<file path="src/rtl/dsm_pkg.sv">
// ---------------------------------------------------------------------------
// dsm_pkg
//   Shared definitions for the delta-sigma sample sequencer:
//     VIN_FS / VIN_FS_NEG : +1.0 V / -1.0 V full-scale codes (0x0_8000 / 0xF_8000
//                           in a 20-bit word), held as 32-bit signed values so
//                           they work for any sample width up to 32 bits.
//     state_t             : sequencer FSM encoding.
//     sat_fs()            : clamps a sign-extended sample into full scale.
// ---------------------------------------------------------------------------
package dsm_pkg;

   localparam logic signed [31:0] VIN_FS     = 32'sh0000_8000;
   localparam logic signed [31:0] VIN_FS_NEG = -32'sh0000_8000;

   typedef enum logic [2:0] {
      IDLE     = 3'd0,
      PRIME    = 3'd1,
      RUN      = 3'd2,
      UNDERRUN = 3'd3,
      RAMP     = 3'd4
   } state_t;

   function automatic logic signed [31:0] sat_fs(input logic signed [31:0] x);
      if (x > VIN_FS)
         return VIN_FS;
      else if (x < VIN_FS_NEG)
         return VIN_FS_NEG;
      else
         return x;
   endfunction

endpackage

</file>
<file path="src/rtl/dsm_sample_fifo.sv">
// ---------------------------------------------------------------------------
// dsm_sample_fifo
//   Small synchronous sample FIFO.
//   Ports:
//     clock, reset    : clock, synchronous active-high reset
//     push, push_data : write request / data (ignored when full or flushing)
//     pop             : read request (ignored when empty or flushing)
//     flush           : empties the FIFO on the next edge
//     head            : oldest entry, valid whenever !empty
//     level           : occupancy 0..DEPTH
//     full, empty     : occupancy flags from the registered level
// ---------------------------------------------------------------------------
module dsm_sample_fifo #(
   parameter int DATA_W = 20,
   parameter int DEPTH  = 4
) (
   input  logic                       clock,
   input  logic                       reset,
   input  logic                       push,
   input  logic [DATA_W-1:0]          push_data,
   input  logic                       pop,
   input  logic                       flush,
   output logic [DATA_W-1:0]          head,
   output logic [$clog2(DEPTH):0]     level,
   output logic                       full,
   output logic                       empty
);

   localparam int PTR_W = $clog2(DEPTH);
   localparam int LVL_W = PTR_W + 1;

   logic [DATA_W-1:0] mem [DEPTH];
   logic [PTR_W-1:0]  wr_ptr_reg;
   logic [PTR_W-1:0]  rd_ptr_reg;
   logic [LVL_W-1:0]  level_reg;
   logic              push_ok;
   logic              pop_ok;

   assign full  = (level_reg == LVL_W'(DEPTH));
   assign empty = (level_reg == '0);

   // Full blocks a push even when a pop happens in the same cycle.
   assign push_ok = push && !full && !flush;
   assign pop_ok  = pop && !empty && !flush;

   always_ff @(posedge clock) begin
      if (push_ok)
         mem[wr_ptr_reg] <= push_data;
   end

   always_ff @(posedge clock) begin
      if (reset || flush) begin
         wr_ptr_reg <= '0;
         rd_ptr_reg <= '0;
         level_reg  <= '0;
      end else begin
         if (push_ok)
            wr_ptr_reg <= wr_ptr_reg + 1'b1;
         if (pop_ok)
            rd_ptr_reg <= rd_ptr_reg + 1'b1;
         level_reg <= level_reg + LVL_W'(push_ok) - LVL_W'(pop_ok);
      end
   end

   // Combinational head so a pop and its use on vin land on the same edge;
   // with only a handful of entries this maps to distributed RAM.
   assign head  = mem[rd_ptr_reg];
   assign level = level_reg;

endmodule

</file>
<file path="src/rtl/dsm_sample_sequencer.sv">
// ---------------------------------------------------------------------------
// dsm_sample_sequencer
//   Feeds the delta-sigma modulator: buffers PCM samples, holds each one on
//   vin for OSR modulator updates, and generates the modulator update strobe
//   and reset. Handles start-up priming, underrun and stop sequencing.
//   Ports:
//     clock, reset   : clock, synchronous active-high reset
//     enable         : 1 = run modulator, 0 = stop at the end of the period
//     s_valid/s_ready/s_data : sample input stream (saturated to full scale)
//     vin            : registered modulator input
//     dsm_en         : modulator update strobe
//     dsm_reset      : modulator state reset, active-high
//     sample_strobe  : 1-cycle pulse when vin takes a newly popped sample
//     underrun_cnt   : saturating count of periods with no sample
//     fifo_level     : sample FIFO occupancy
//   Build option DSM_SOFTSTOP_EN: when defined, stopping ramps vin to zero by
//   RAMP_STEP per update before returning to IDLE; otherwise stop is immediate.
// ---------------------------------------------------------------------------
module dsm_sample_sequencer
   import dsm_pkg::*;
#(
   parameter int DATA_W     = 20,
   parameter int OSR        = 64,
   parameter int TICK_DIV   = 1,
   parameter int FIFO_DEPTH = 4
`ifdef DSM_SOFTSTOP_EN
   ,
   parameter logic [DATA_W-1:0] RAMP_STEP = DATA_W'('h100)
`endif
) (
   input  logic                           clock,
   input  logic                           reset,
   input  logic                           enable,
   input  logic                           s_valid,
   output logic                           s_ready,
   input  logic [DATA_W-1:0]              s_data,
   output logic [DATA_W-1:0]              vin,
   output logic                           dsm_en,
   output logic                           dsm_reset,
   output logic                           sample_strobe,
   output logic [15:0]                    underrun_cnt,
   output logic [$clog2(FIFO_DEPTH):0]    fifo_level
);

   localparam int LVL_W = $clog2(FIFO_DEPTH) + 1;
   localparam int DIV_W = (TICK_DIV > 1) ? $clog2(TICK_DIV) : 1;
   localparam int PH_W  = $clog2(OSR);

   state_t             state_reg;
   logic [DIV_W-1:0]   div_reg;
   logic [PH_W-1:0]    phase_reg;
   logic [DATA_W-1:0]  vin_reg;
   logic               dsm_reset_reg;
   logic               sample_strobe_reg;
   logic [15:0]        underrun_cnt_reg;

   logic               ticking;
   logic               boundary;
   logic               fifo_push;
   logic               fifo_pop;
   logic               fifo_flush;
   logic               fifo_full;
   logic               fifo_empty;
   logic [DATA_W-1:0]  fifo_head;
   logic [DATA_W-1:0]  push_data;
   logic [LVL_W-1:0]   level_w;

`ifdef DSM_SOFTSTOP_EN
   // Step vin toward zero, clamping so it never crosses zero.
   function automatic logic [DATA_W-1:0] ramp_toward_zero(input logic [DATA_W-1:0] v);
      logic signed [DATA_W-1:0] v_s;
      logic signed [DATA_W-1:0] step_s;
      v_s    = $signed(v);
      step_s = $signed(RAMP_STEP);
      if (v_s > step_s)
         return v - RAMP_STEP;
      else if (v_s < -step_s)
         return v + RAMP_STEP;
      else
         return '0;
   endfunction
`endif

   // Saturate the incoming sample before it is stored.
   assign push_data = DATA_W'(sat_fs(32'($signed(s_data))));

   assign s_ready   = !fifo_full && (state_reg != IDLE) && (state_reg != RAMP);
   assign fifo_push = s_valid && s_ready;

   assign ticking  = (state_reg == RUN) || (state_reg == UNDERRUN) || (state_reg == RAMP);
   assign dsm_en   = ticking && (div_reg == DIV_W'(TICK_DIV - 1));
   assign boundary = dsm_en && (phase_reg == PH_W'(OSR - 1));

   // FIFO pop/flush decisions, shared with the FSM below so both agree.
   always_comb begin
      fifo_pop   = 1'b0;
      fifo_flush = 1'b0;
      case (state_reg)
         IDLE: fifo_flush = 1'b1;
         PRIME: begin
            if (!enable)
               fifo_flush = 1'b1;
            else if (level_w >= LVL_W'(FIFO_DEPTH / 2))
               fifo_pop = 1'b1;
         end
         RUN, UNDERRUN: begin
            if (boundary) begin
               if (!enable) begin
`ifndef DSM_SOFTSTOP_EN
                  fifo_flush = 1'b1;
`endif
               end else if (!fifo_empty) begin
                  fifo_pop = 1'b1;
               end
            end
         end
`ifdef DSM_SOFTSTOP_EN
         RAMP: begin
            if (dsm_en && (vin_reg == '0))
               fifo_flush = 1'b1;
         end
`endif
         default: ;
      endcase
   end

   dsm_sample_fifo #(
      .DATA_W (DATA_W),
      .DEPTH  (FIFO_DEPTH)
   ) u_fifo (
      .clock     (clock),
      .reset     (reset),
      .push      (fifo_push),
      .push_data (push_data),
      .pop       (fifo_pop),
      .flush     (fifo_flush),
      .head      (fifo_head),
      .level     (level_w),
      .full      (fifo_full),
      .empty     (fifo_empty)
   );

   always_ff @(posedge clock) begin
      if (reset) begin
         state_reg         <= IDLE;
         div_reg           <= '0;
         phase_reg         <= '0;
         vin_reg           <= '0;
         dsm_reset_reg     <= 1'b1;
         sample_strobe_reg <= 1'b0;
         underrun_cnt_reg  <= '0;
      end else begin
         sample_strobe_reg <= 1'b0;

         if (ticking) begin
            div_reg <= dsm_en ? '0 : div_reg + 1'b1;
            if (dsm_en)
               phase_reg <= (phase_reg == PH_W'(OSR - 1)) ? '0 : phase_reg + 1'b1;
         end

         case (state_reg)
            IDLE: begin
               vin_reg       <= '0;
               dsm_reset_reg <= 1'b1;
               div_reg       <= '0;
               phase_reg     <= '0;
               if (enable)
                  state_reg <= PRIME;
            end

            PRIME: begin
               if (!enable) begin
                  state_reg <= IDLE;
               end else if (fifo_pop) begin
                  vin_reg           <= fifo_head;
                  sample_strobe_reg <= 1'b1;
                  div_reg           <= '0;
                  phase_reg         <= '0;
                  dsm_reset_reg     <= 1'b0;
                  state_reg         <= RUN;
               end
            end

            RUN, UNDERRUN: begin
               // Only a period boundary changes anything, so a stop request
               // never truncates the period in progress.
               if (boundary) begin
                  if (!enable) begin
`ifdef DSM_SOFTSTOP_EN
                     state_reg <= RAMP;
`else
                     state_reg     <= IDLE;
                     vin_reg       <= '0;
                     dsm_reset_reg <= 1'b1;
`endif
                  end else if (fifo_pop) begin
                     vin_reg           <= fifo_head;
                     sample_strobe_reg <= 1'b1;
                     state_reg         <= RUN;
                  end else begin
                     vin_reg <= '0;
                     if (underrun_cnt_reg != 16'hFFFF)
                        underrun_cnt_reg <= underrun_cnt_reg + 1'b1;
                     state_reg <= UNDERRUN;
                  end
               end
            end

`ifdef DSM_SOFTSTOP_EN
            RAMP: begin
               // enable is deliberately ignored until the ramp reaches IDLE.
               if (dsm_en) begin
                  if (vin_reg == '0) begin
                     state_reg     <= IDLE;
                     dsm_reset_reg <= 1'b1;
                  end else begin
                     vin_reg <= ramp_toward_zero(vin_reg);
                  end
               end
            end
`endif

            default: state_reg <= IDLE;
         endcase
      end
   end

   assign vin           = vin_reg;
   assign dsm_reset     = dsm_reset_reg;
   assign sample_strobe = sample_strobe_reg;
   assign underrun_cnt  = underrun_cnt_reg;
   assign fifo_level    = level_w;

endmodule

</file>
<file path="config.mk">
export PLATFORM = sky130hd
export DESIGN_NAME = dsm_sample_sequencer
export DESIGN_NICKNAME = d
export VERILOG_FILES = /design/src/rtl/dsm_pkg.sv /design/src/rtl/dsm_sample_fifo.sv /design/src/rtl/dsm_sample_sequencer.sv
export SDC_FILE = /design/constraint.sdc
export NUM_CORES = 1
export LEC_CHECK = 0
export ABC_AREA = 1
export BUFFER_PORTS_ARGS = -buffer_cell sky130_fd_sc_hd__buf_2
export CAP_MARGIN = 20
export CORE_UTILIZATION = 55
export CTS_CLUSTER_SIZE = 25
export DETAILED_ROUTE_END_ITERATION = 8
export MAX_ROUTING_LAYER = met4
export PLACE_DENSITY = 0.82
export SLEW_MARGIN = 20
export SYNTH_ARGS = -nofsm -noshare
export SYNTH_HDL_FRONTEND = slang
export SYNTH_SLANG_ARGS = --single-unit
</file>
<file path="constraint.sdc">
create_clock -name clock -period 4.5 [get_ports clock]
set_input_delay 0.9 -clock clock [delete_from_list [all_inputs] [get_ports clock]]
set_output_delay 0.9 -clock clock [all_outputs]
set_load 0.05 [all_outputs]
</file>
# ---- Yosys cells after proc, flatten, opt, wreduce, memory -nomap -nowiden
# Memories as Yosys holds them, arrays and structs flattened. A register that Yosys moved wholly into a read port is not among the register bits.
# Cells that the tools add are included.
dict set report word_totals {
  memories 1
  word_cells 109
  ff_bits 55
  mem_bits_rw 80
  inputBits 24
}
# memory words word_bits read_ports rd_clocked_by_memory_dff write_ports line
set mem_list {}
lappend mem_list {u_fifo.mem 4 20 1 1 1 dsm_sample_fifo.sv:32} ;# logic [DATA_W-1:0] mem [DEPTH];
dict set report classes {
  reduce_logical 24
  order_cmp 3
  add_sub_neg 7
  n_bitwise 2
  eq_ne 14
  muxes 48
}
# op count
set ops {}
lappend ops {{$mux W20} 7}
lappend ops {{$pmux W20 S3} 1}
lappend ops {{$mux W6} 5}
lappend ops {{$mux W1} 21}
lappend ops {{$gt A20 B17 Y1 const B} 1}
lappend ops {{$lt A20 B16 Y1 const B} 1}
lappend ops {{$add A16 B1 Y16 const B} 1}
lappend ops {{$ne A16 B16 Y1 const B} 1}
lappend ops {{$mux W3} 4}
lappend ops {{$pmux W6 S2} 1}
lappend ops {{$reduce_and A5 Y1} 2}
lappend ops {{$logic_and A1 B1 Y1} 9}
lappend ops {{$pmux W3 S3} 1}
lappend ops {{$ne A2 B2 Y1 const B} 4}
lappend ops {{$add A6 B1 Y6 const B} 1}
lappend ops {{$eq A3 B2 Y1 const B} 2}
lappend ops {{$eq A3 B3 Y1 const B} 2}
lappend ops {{$eq A6 B6 Y1 const B} 1}
lappend ops {{$logic_not A3 Y1} 2}
lappend ops {{$mux W2} 3}
lappend ops {{$pmux W1 S2} 3}
lappend ops {{$pmux W1 S3} 2}
lappend ops {{$reduce_bool A3 Y1} 2}
lappend ops {{$add A2 B1 Y2 const B} 2}
lappend ops {{other kinds (14)} 19}

# ---- Logic depth before layout (Yosys ltp)
# Gate-level depths: netlist (run 1).
dict set report logic_depth {
  word_depth 11
  ltp_mapped 14
  mapped_depth_nobuf 14
}

# ---- Hierarchy
# From an unflattened synthesis (run 1), not the netlist that was laid out.
dict set report hier_totals {
  hier_cells 643
  area_unflattened_um2 6084.6
}
# module area_each_um2 cells_per_inst instances
set by_module_without_submodules {}
lappend by_module_without_submodules {dsm_sample_fifo 3445.8 266 1}
lappend by_module_without_submodules {dsm_sample_sequencer 2638.8 377 1}

# ---- Least setup slack after synthesis (run 1)
# No wires, ideal clock.
dict set report synth_path {
  path_type {reg2reg}
  startpoint {register u_fifo.level_reg[1] (netlist: u_fifo.level[1])}
  endpoint {memory u_fifo.mem[0][0], enable pin}
  slack_ps 1073
  setup_time_ps 397
  t_required_ps 4103
  t_arrival_ps 3031
  path_stages_with_launch 7
  period_less_slack_ps 3427
  cell_sequence {dfxtp_1 > inv_1 > a31oi_1 > nand2_1 > inv_1 > nand2_2 > nor2_1}
}
dict set report synth_via {
  elab_chain_len 9
}
# element line
set synth_lines {}
lappend synth_lines {{start, declared} dsm_sample_fifo.sv:35} ;# logic [LVL_W-1:0] level_reg;
lappend synth_lines {{start signal, assigned} dsm_sample_fifo.sv:61} ;# level_reg <= level_reg + LVL_W'(push_ok) - LVL_W'(pop_ok);
lappend synth_lines {{$eq A3 B3 Y1} dsm_sample_fifo.sv:39} ;# assign full = (level_reg == LVL_W'(DEPTH));
lappend synth_lines {{$logic_not A1 Y1} dsm_sample_sequencer.sv:87} ;# assign s_ready = !fifo_full && (state_reg != IDLE) && (state_reg != RAMP);
lappend synth_lines {{$logic_and A1 B1 Y1 (2 in a row)} dsm_sample_sequencer.sv:87}
lappend synth_lines {{named net s_ready} dsm_sample_sequencer.sv:35} ;# output logic s_ready,
lappend synth_lines {{$logic_and A1 B1 Y1} dsm_sample_sequencer.sv:88} ;# assign fifo_push = s_valid && s_ready;
lappend synth_lines {{$logic_and A1 B1 Y1 (2 in a row)} dsm_sample_fifo.sv:43} ;# assign push_ok = push && !full && !flush;
lappend synth_lines {{$mux W1} dsm_sample_fifo.sv:47} ;# if (push_ok)
lappend synth_lines {{$mux W1 (not written as such)} dsm_sample_fifo.sv:48} ;# mem[wr_ptr_reg] <= push_data;
lappend synth_lines {{end, declared} dsm_sample_fifo.sv:32}
# The timed path passes the listed nets, and every way through them passes these cells.

# ---- Final worst setup path (run 1)
dict set report layout_path {
  startpoint {register phase_reg[1]}
  endpoint {register u_fifo.level_reg[2] (netlist: u_fifo.level[2])}
}
dict set report layout_via {
  elab_cells_between_ends 13
}
# element line
set layout_lines {}
lappend layout_lines {{start, declared} dsm_sample_sequencer.sv:51} ;# logic [PH_W-1:0] phase_reg;
lappend layout_lines {{start signal, assigned} dsm_sample_sequencer.sv:158} ;# phase_reg <= (phase_reg == PH_W'(OSR - 1)) ? '0 : phase_reg + 1'b1;
lappend layout_lines {{$eq A6 B6 Y1 *} dsm_sample_sequencer.sv:92} ;# assign boundary = dsm_en && (phase_reg == PH_W'(OSR - 1));
lappend layout_lines {{$logic_and A1 B1 Y1 *} dsm_sample_sequencer.sv:92}
lappend layout_lines {{$mux W1} dsm_sample_sequencer.sv:107} ;# if (boundary) begin
lappend layout_lines {{$pmux W1 S3 or $pmux W1 S2 (tied branches)} dsm_sample_sequencer.sv:98} ;# case (state_reg)
lappend layout_lines {{$logic_not A1 Y1 or $logic_and A1 B1 Y1 (tied branches)} dsm_sample_fifo.sv:44} ;# assign pop_ok = pop && !empty && !flush;
lappend layout_lines {{$logic_and A1 B1 Y1 *} dsm_sample_fifo.sv:44}
lappend layout_lines {{named net u_fifo.pop_ok} dsm_sample_fifo.sv:37} ;# logic pop_ok;
lappend layout_lines {{$sub A3 B1 Y3 *} dsm_sample_fifo.sv:61}
# Mark *: on every way through the listed nets, which the timed path passes. The rest lies on a longest branch.
# A chain may end at the register's enable or synchronous reset.

==> metrics.yaml, run 1 <==
clkTransAtPathRegs_ps: 70
slowest_stage: "o21ai_2"
syn2layout_area_growth_pct: 16.33
hpwl_microns: 8559
irDropWorstVdd_v: 0.0002911
yosys_warnings: 0
cap_violations: 0
crit_fanout: 22
crit_path_start_kind: "flip-flop"
ys_ff_latch: 136
wl_per_cell_microns: 16.05
drt_pass1_iterations: 5
start_util_pct: 57.29
ys_async_sr_fraction_pct: 0
p_per_area_mw_per_mm2: 412.5
synth_edf_count: 80
core_area_sq_mm: 0.01042
cts_resized: 0
fp.dieH_microns: 106.2
grt_pass1_vias: 4570
yosysTopAreaCellShare_pct: 40.26
drive_above_1_share_pct: 16.46
slew_headroom_pct: 33.29
numPortBuffers: 66
syn_nets: 683
synth.area.top_cells: "edfxtp_1 (40%), dfxtp_1 (19%), nand2_1 (8.6%)"
syn_avg_cell_area_sq_um: 9.208
clock_sinks: 136
diodes: 0
finalHoldViolations: 0
cp_cell_sequence: "ha_1, inv_1, nor2_2, nand3_4, o21ai_2, nand2_1, inv_2, ha_1, inv_1, ha_1, fa_1, xor2_1, nor2_1"
period_minus_slack_ps: 3178
critPathMaxStageDelay_ps: 790
seq_area_frac_synth_pct: 59.05
antenna_found_initial: 0
rsz0062_at_grt: "false"
timing_worst_setup_path_type: "reg2reg"
n_fill_cell: 797
min_from: "vin[8]$_SDFFE_PP0P_"
die_w_microns: 106.2
clkLatencyLatePin_ps: 520
cp.required_ps: 4940
worst-path-buf-inv: 3
fin_tns_setup_ps: 0
cp_data_arrival_time_ps: 3620
synth_cell_types: 38
grt_usage_pct: 26.37
finalSetupViolCount: 0
dieArea_sq_mm: 0.01127
grt_max_degree: 42
gr-total-overflow: 0
pin_count: 67
worstMarginPinSlew_ps: 1000
leakagePower_nw: 2.689
syn_inst: 648
via_per_inst: 5.556
crit_path_end_kind: "flip-flop"
numCtsBuffers: 17
r2r-start: "phase_reg[1]$_SDFF_PP0_"
period_share_pct: 70.63
clockBufferDepth: 2
drc: 0
cp_top_family: "adder cells"
max_freq_ghz: 0.3146
netlist_area_sq_mm: 0.005967
vias: 4773
drv_slew: 0
hold_path.class: "reg2reg"
num_rows: 37
grt_pass1_wl_microns: 22100
crit_path_start: "phase_reg[1]$_SDFF_PP0_"
nNetsFinal: 745
tritoncts: "yes"
gp_congestion: 0.9292
drtIter0Drc: 405
synth_flop_cell: "edfxtp_1"
largest_reg_flops: 80
synth_commonest_cells: "nand2_1 (136), nor2_1 (103), edfxtp_1 (80)"
synth.most_common_cell: "nand2_1"
cts_setup_buffers: 0
wl_microns: 13780
final.setup.worst_slack_ps: 1322
ctsHoldBuffers: 0
htree_levels: 4
pre_cts_slack_ps: 1041
r2r_setup_slack_ps: 1320
cts-root-buf: "clkbuf_8"
finalClockSkew_ps: 10.71
yosysTopAreaCell: "edfxtp_1"
detail-route-antenna-nets: 0
run_status: "completed"
cpMostUsedCell: "ha_1"
## layout by cell type (no fill, tap or decap), drive strengths merged, types with 20 or more instances in the layout
master | netlist | routed
nand2 | 137 | 137
nor2 | 110 | 110
edfxtp | 80 | 80
buf | 10 | 71
dfxtp | 56 | 56
inv | 49 | 52
o21ai | 47 | 47
a21oi | 43 | 43
nand3 | 36 | 36
o22ai | 20 | 20
## worst register-to-register path: stages (launching register included)
cell	delay, ps
dfxtp_1	360
ha_1	200
inv_1	60
nor2_2	140
nand3_4	130
o21ai_2	790
nand2_1	260
inv_2	140
ha_1	130
inv_1	40
ha_1	190
fa_1	380
xor2_1	150
nor2_1	140
## final cells by class
| class | instances | area, sq um | share of cell area, % |
|---|---|---|---|
| tap | 136 | 170.2 | 2.451 |
| multi-input combinational | 435 | 2130 | 30.68 |
| inverter | 49 | 183.9 | 2.650 |
| timing repair buffer | 71 | 367.9 | 5.299 |
| sequential | 136 | 3523 | 50.76 |
| clock inverter | 15 | 152.6 | 2.199 |
| clock buffer | 17 | 414.1 | 5.966 |
## power by group
part           internal (mW)  switching [mW]  leakage [nW]  total [mW]
Clock                  0.788           0.539         0.265        1.33
Combinational         0.0483           0.143          1.24       0.191
Sequential              1.34          0.0102          1.18        1.35
## layer usage
metal  vias to the layer above  global-route usage (%)  routed length (microns)
met2                       213                   44.67                     6970
met5                         -                       -                        0
met4                         0                   11.01                      250
met3                        29                   4.414                      982
li1                       2303                       -                        -
met1                      2228                   31.22                     5579
## metrics by stage
stage / instances / hold slack [ps] / power, mW / utilization [%] / instance area (sq um)
3_3_place_gp: 827 / 441.0 / 1.552 / 61.20 / 6375
2_1_floorplan: 648 / 465.5 / 1.508 / - / 5967
3_5_place_dp: 827 / 456.0 / 1.559 / 61.20 / 6375
5_1_grt: 859 / 492.2 / 2.943 / 66.64 / 6942
4_1_cts: 859 / 463.2 / 2.867 / 66.64 / 6942
6_report: 859 / 462.2 / 2.863 / 66.64 / 6942
## path summary, 6_finish.rpt
kind                                                    to  cells past startpoint
worst min-delay path                   vin[8]$_SDFFE_PP0P_                      2
worst max register to register  u_fifo.level[2]$_SDFF_PP0_                     13
worst max-delay path            u_fifo.level[2]$_SDFF_PP0_                     13
worst min register to register         vin[8]$_SDFFE_PP0P_                      2
## cells by family after synthesis
logic type	share of synthesized area, %
AOI/OAI and AO/OA	10.42
xor gates and xnor gates	1.615
adders and majority gates	2.432
buffers and inverters	5.263
DFF	59.05
muxes	0.1678
and+or+nand+nor	21.05
Note: power is estimated with default switching activity, not from simulation.
==> run 2, diff against run 1 <==
ABC_AREA = 0   (was 1)
clock period = 3.1 ns   (was 4.5 ns; I/O delays follow)
==> metrics.yaml, run 2 <==
run_status: "completed"
syn_nets: 427  # -37%
worstRegToRegCells: 6  # -7
hpwl_microns: 6878  # -20%
finalCoreUtilization_pct: 67.67  # +1.0 points
clkLatencyLatePin_ps: 520  # about the same
slew_headroom_pct: 27.60  # -5.7 points
clkTransAtPathRegs_ps: 60  # about the same
crit_path_end_kind: "flip-flop"
dieArea_sq_mm: 0.01072  # -4.9%
period_minus_slack_ps: 2624  # -554.6 ps
cap_violations: 0  # unchanged
diodes: 0  # unchanged
syn_avg_cell_area_sq_um: 14.47  # +57%
die_w_microns: 103.6  # -2.5%
yosysTopAreaCell: "edfxtp_1"
cts_resized: 0  # unchanged
max_freq_ghz: 0.3811  # +21%
leakagePower_nw: 2.408  # -10%
cts-root-buf: "clkbuf_8"
wl_microns: 10960  # -20%
antenna_found_initial: 0  # unchanged
multi_input_area_sq_mm: 0.002009  # -5.6%
via_per_inst: 5.676  # +2.2%
n_fill_cell: 681  # -15%
ff_latch_area_sq_mm: 0.003523  # unchanged
fin_tns_setup_ps: 0  # unchanged
yosys_warnings: 0  # unchanged
whs_ps: 396.8  # -65.42 ps
cp.required_ps: 3230  # -1710 ps
hold_path.class: "in2reg"
ys_ff_latch: 136  # unchanged
pin_count: 67  # unchanged
numCtsBuffers: 17  # unchanged
cts_setup_buffers: 0  # unchanged
synth_edf_count: 80  # unchanged
rsz0062_at_grt: "false"
clock_sinks: 136  # unchanged
crit_path_start_kind: "flip-flop"
drv_slew: 0  # unchanged
dp.cells: 579  # -30%
tritoncts: "yes"
postPlaceCellArea_sq_mm: 0.006120  # -4.0%
synth_flop_cell: "edfxtp_1"
irDropWorstVdd_v: 0.0005110  # +76%
timing_worst_setup_path_type: "reg2reg"
numPortBuffers: 66  # unchanged
gp_congestion: 0.8931  # -3.9%
drt_pass1_iterations: 4  # -1
endpoint: "u_fifo.mem[1][6]$_DFFE_PP_"
cp_data_arrival_time_ps: 2750  # -870 ps
fp.dieH_microns: 103.6  # -2.5%
r2r_setup_slack_ps: 480  # -850 ps
grt_pass1_wl_microns: 18150  # -18%
largest_reg_flops: 80  # unchanged
grt_usage_pct: 23.23  # -3.1 points
start_util_pct: 57.50  # +0.21 points
ctsHoldBuffers: 0  # unchanged
detail-route-antenna-nets: 0  # unchanged
worstMarginPinSlew_ps: 1086  # +85.53 ps
finalSetupViolCount: 0  # unchanged
netlist_area_sq_mm: 0.005672  # -4.9%
yosysTopAreaCellShare_pct: 42.36  # +2.1 points
synth_commonest_cells: "edfxtp_1 (80), dfxtp_1 (56), nor2_1 (31)"
drc: 0  # unchanged
synth.most_common_cell: "edfxtp_1"
syn2layout_area_growth_pct: 17.69
wl_per_cell_microns: 17.94  # +12%
clockBufferDepth: 2  # unchanged
drive_above_1_share_pct: 29.92  # +13 points
gr-total-overflow: 0  # unchanged
htree_levels: 4  # unchanged
finalHoldViolations: 0  # unchanged
grt_max_degree: 28  # -33%
design_area_sq_mm: 0.006675  # -3.8%
nNetsFinal: 500  # -33%
finalClockSkew_ps: 12.08  # +1.375 ps
ys_async_sr_fraction_pct: 0  # unchanged
drtIter0Drc: 162  # -60%
num_rows: 36  # -2.7%
seq_area_frac_synth_pct: 62.12  # +3.1 points
fin_cells: 611  # -29%
crit_fanout: 20  # -9.1%
p_per_area_mw_per_mm2: 583.2  # +41%
r2r-start: "phase_reg[0]$_SDFF_PP0_"
crit_path_start: "phase_reg[0]$_SDFF_PP0_"
syn_inst: 392  # -40%
synth.area.top_cells: "edfxtp_1 (42%), dfxtp_1 (20%), mux4_2 (7.9%)"
period_share_pct: 84.64  # +14 points
timing.rr.end: "u_fifo.mem[1][6]$_DFFE_PP_"
vias: 3468  # -27%
final_common_cell: "edfxtp_1"
synth_cell_types: 57  # +50%
layout_common_cells: "edfxtp_1 (80), buf_2 (66), dfxtp_1 (56)"
grt_pass1_vias: 3643  # -20%
core_area_sq_mm: 0.009864  # -5.3%
-- run 2: changes by cell type in the layout (fill, tap and decap cells not counted), sizes merged, moves of 22 or more --
cell	delta
and2	+22
nor2	-79
inv	-36
a21oi	-35
o21ai	-44
nand2	-125
nand3	-26
-- run 2: power breakdown --
part / internal (mW) / switching, mW / leakage (nW) / total [mW]
Clock: 1.08 / 0.754 / 0.260 / 1.83
Sequential: 1.92 / 0.00651 / 1.20 / 1.93
Combinational: 0.0469 / 0.0873 / 0.950 / 0.134
-- run 2: cell type report --
class | count | share of cell area, %
Clock buffer | 21 | 7.029
Clock inverter | 11 | 1.293
Inverter | 12 | 0.6748
Multi-Input combinational cell | 226 | 30.10
Sequential cell | 136 | 52.78
Tap cell | 133 | 2.493
Timing Repair Buffer | 72 | 5.623
-- run 2: kinds of logic (layout without fill, tap and decap cells) --
group           count (synthesis)  count (layout)  synth area share, %
buf+inv                        30             116                2.559
simple gates                  116             116                12.20
flops                         136             136                62.12
xor+xnor                       19              19                2.934
compound gates                 58              58                9.332
fa+ha+maj                      11              11                2.559
mux                            22              22                8.295
-- run 2: worst max-delay path: stages, from the launching register on --
cell and delay (ps):
dfxtp_1 330, ha_1 220, nand4b_1 190, o21ai_0 150, and2_1 210, nor2_1 240
and2_1 900
-- run 2: layer usage --
layer | routed length [microns] | up-vias | GRT usage, %
met1 | 4587 | 1710 | 27.25
li1 | - | 1646 | -
met2 | 5650 | 97 | 37.49
met5 | 0 | - | -
met4 | 159 | 0 | 8.799
met3 | 566 | 15 | 7.426
-- run 2: worst min path at each step --
stage,start,end,cells after the start
after floorplan,phase_reg[5]$_SDFF_PP0_,phase_reg[5]$_SDFF_PP0_,1
after global placement,vin[5]$_SDFFE_PP0P_,vin[5]$_SDFFE_PP0P_,1
after detailed placement,vin[5]$_SDFFE_PP0P_,vin[5]$_SDFFE_PP0P_,1
after CTS,s_data[19],u_fifo.mem[1][18]$_DFFE_PP_,1
after global routing,s_data[19],u_fifo.mem[3][18]$_DFFE_PP_,1
final,s_valid,u_fifo.wr_ptr_reg[1]$_SDFFE_PP0P_,3
-- run 2: per-stage QoR --
step	worst slack [ps]	total power, mW
2_1_floorplan	174.4	2.054
3_3_place_gp	552.7	2.094
3_5_place_dp	475.2	2.100
4_1_cts	435.7	3.933
5_1_grt	281.0	4.025
6_report	476.2	3.893
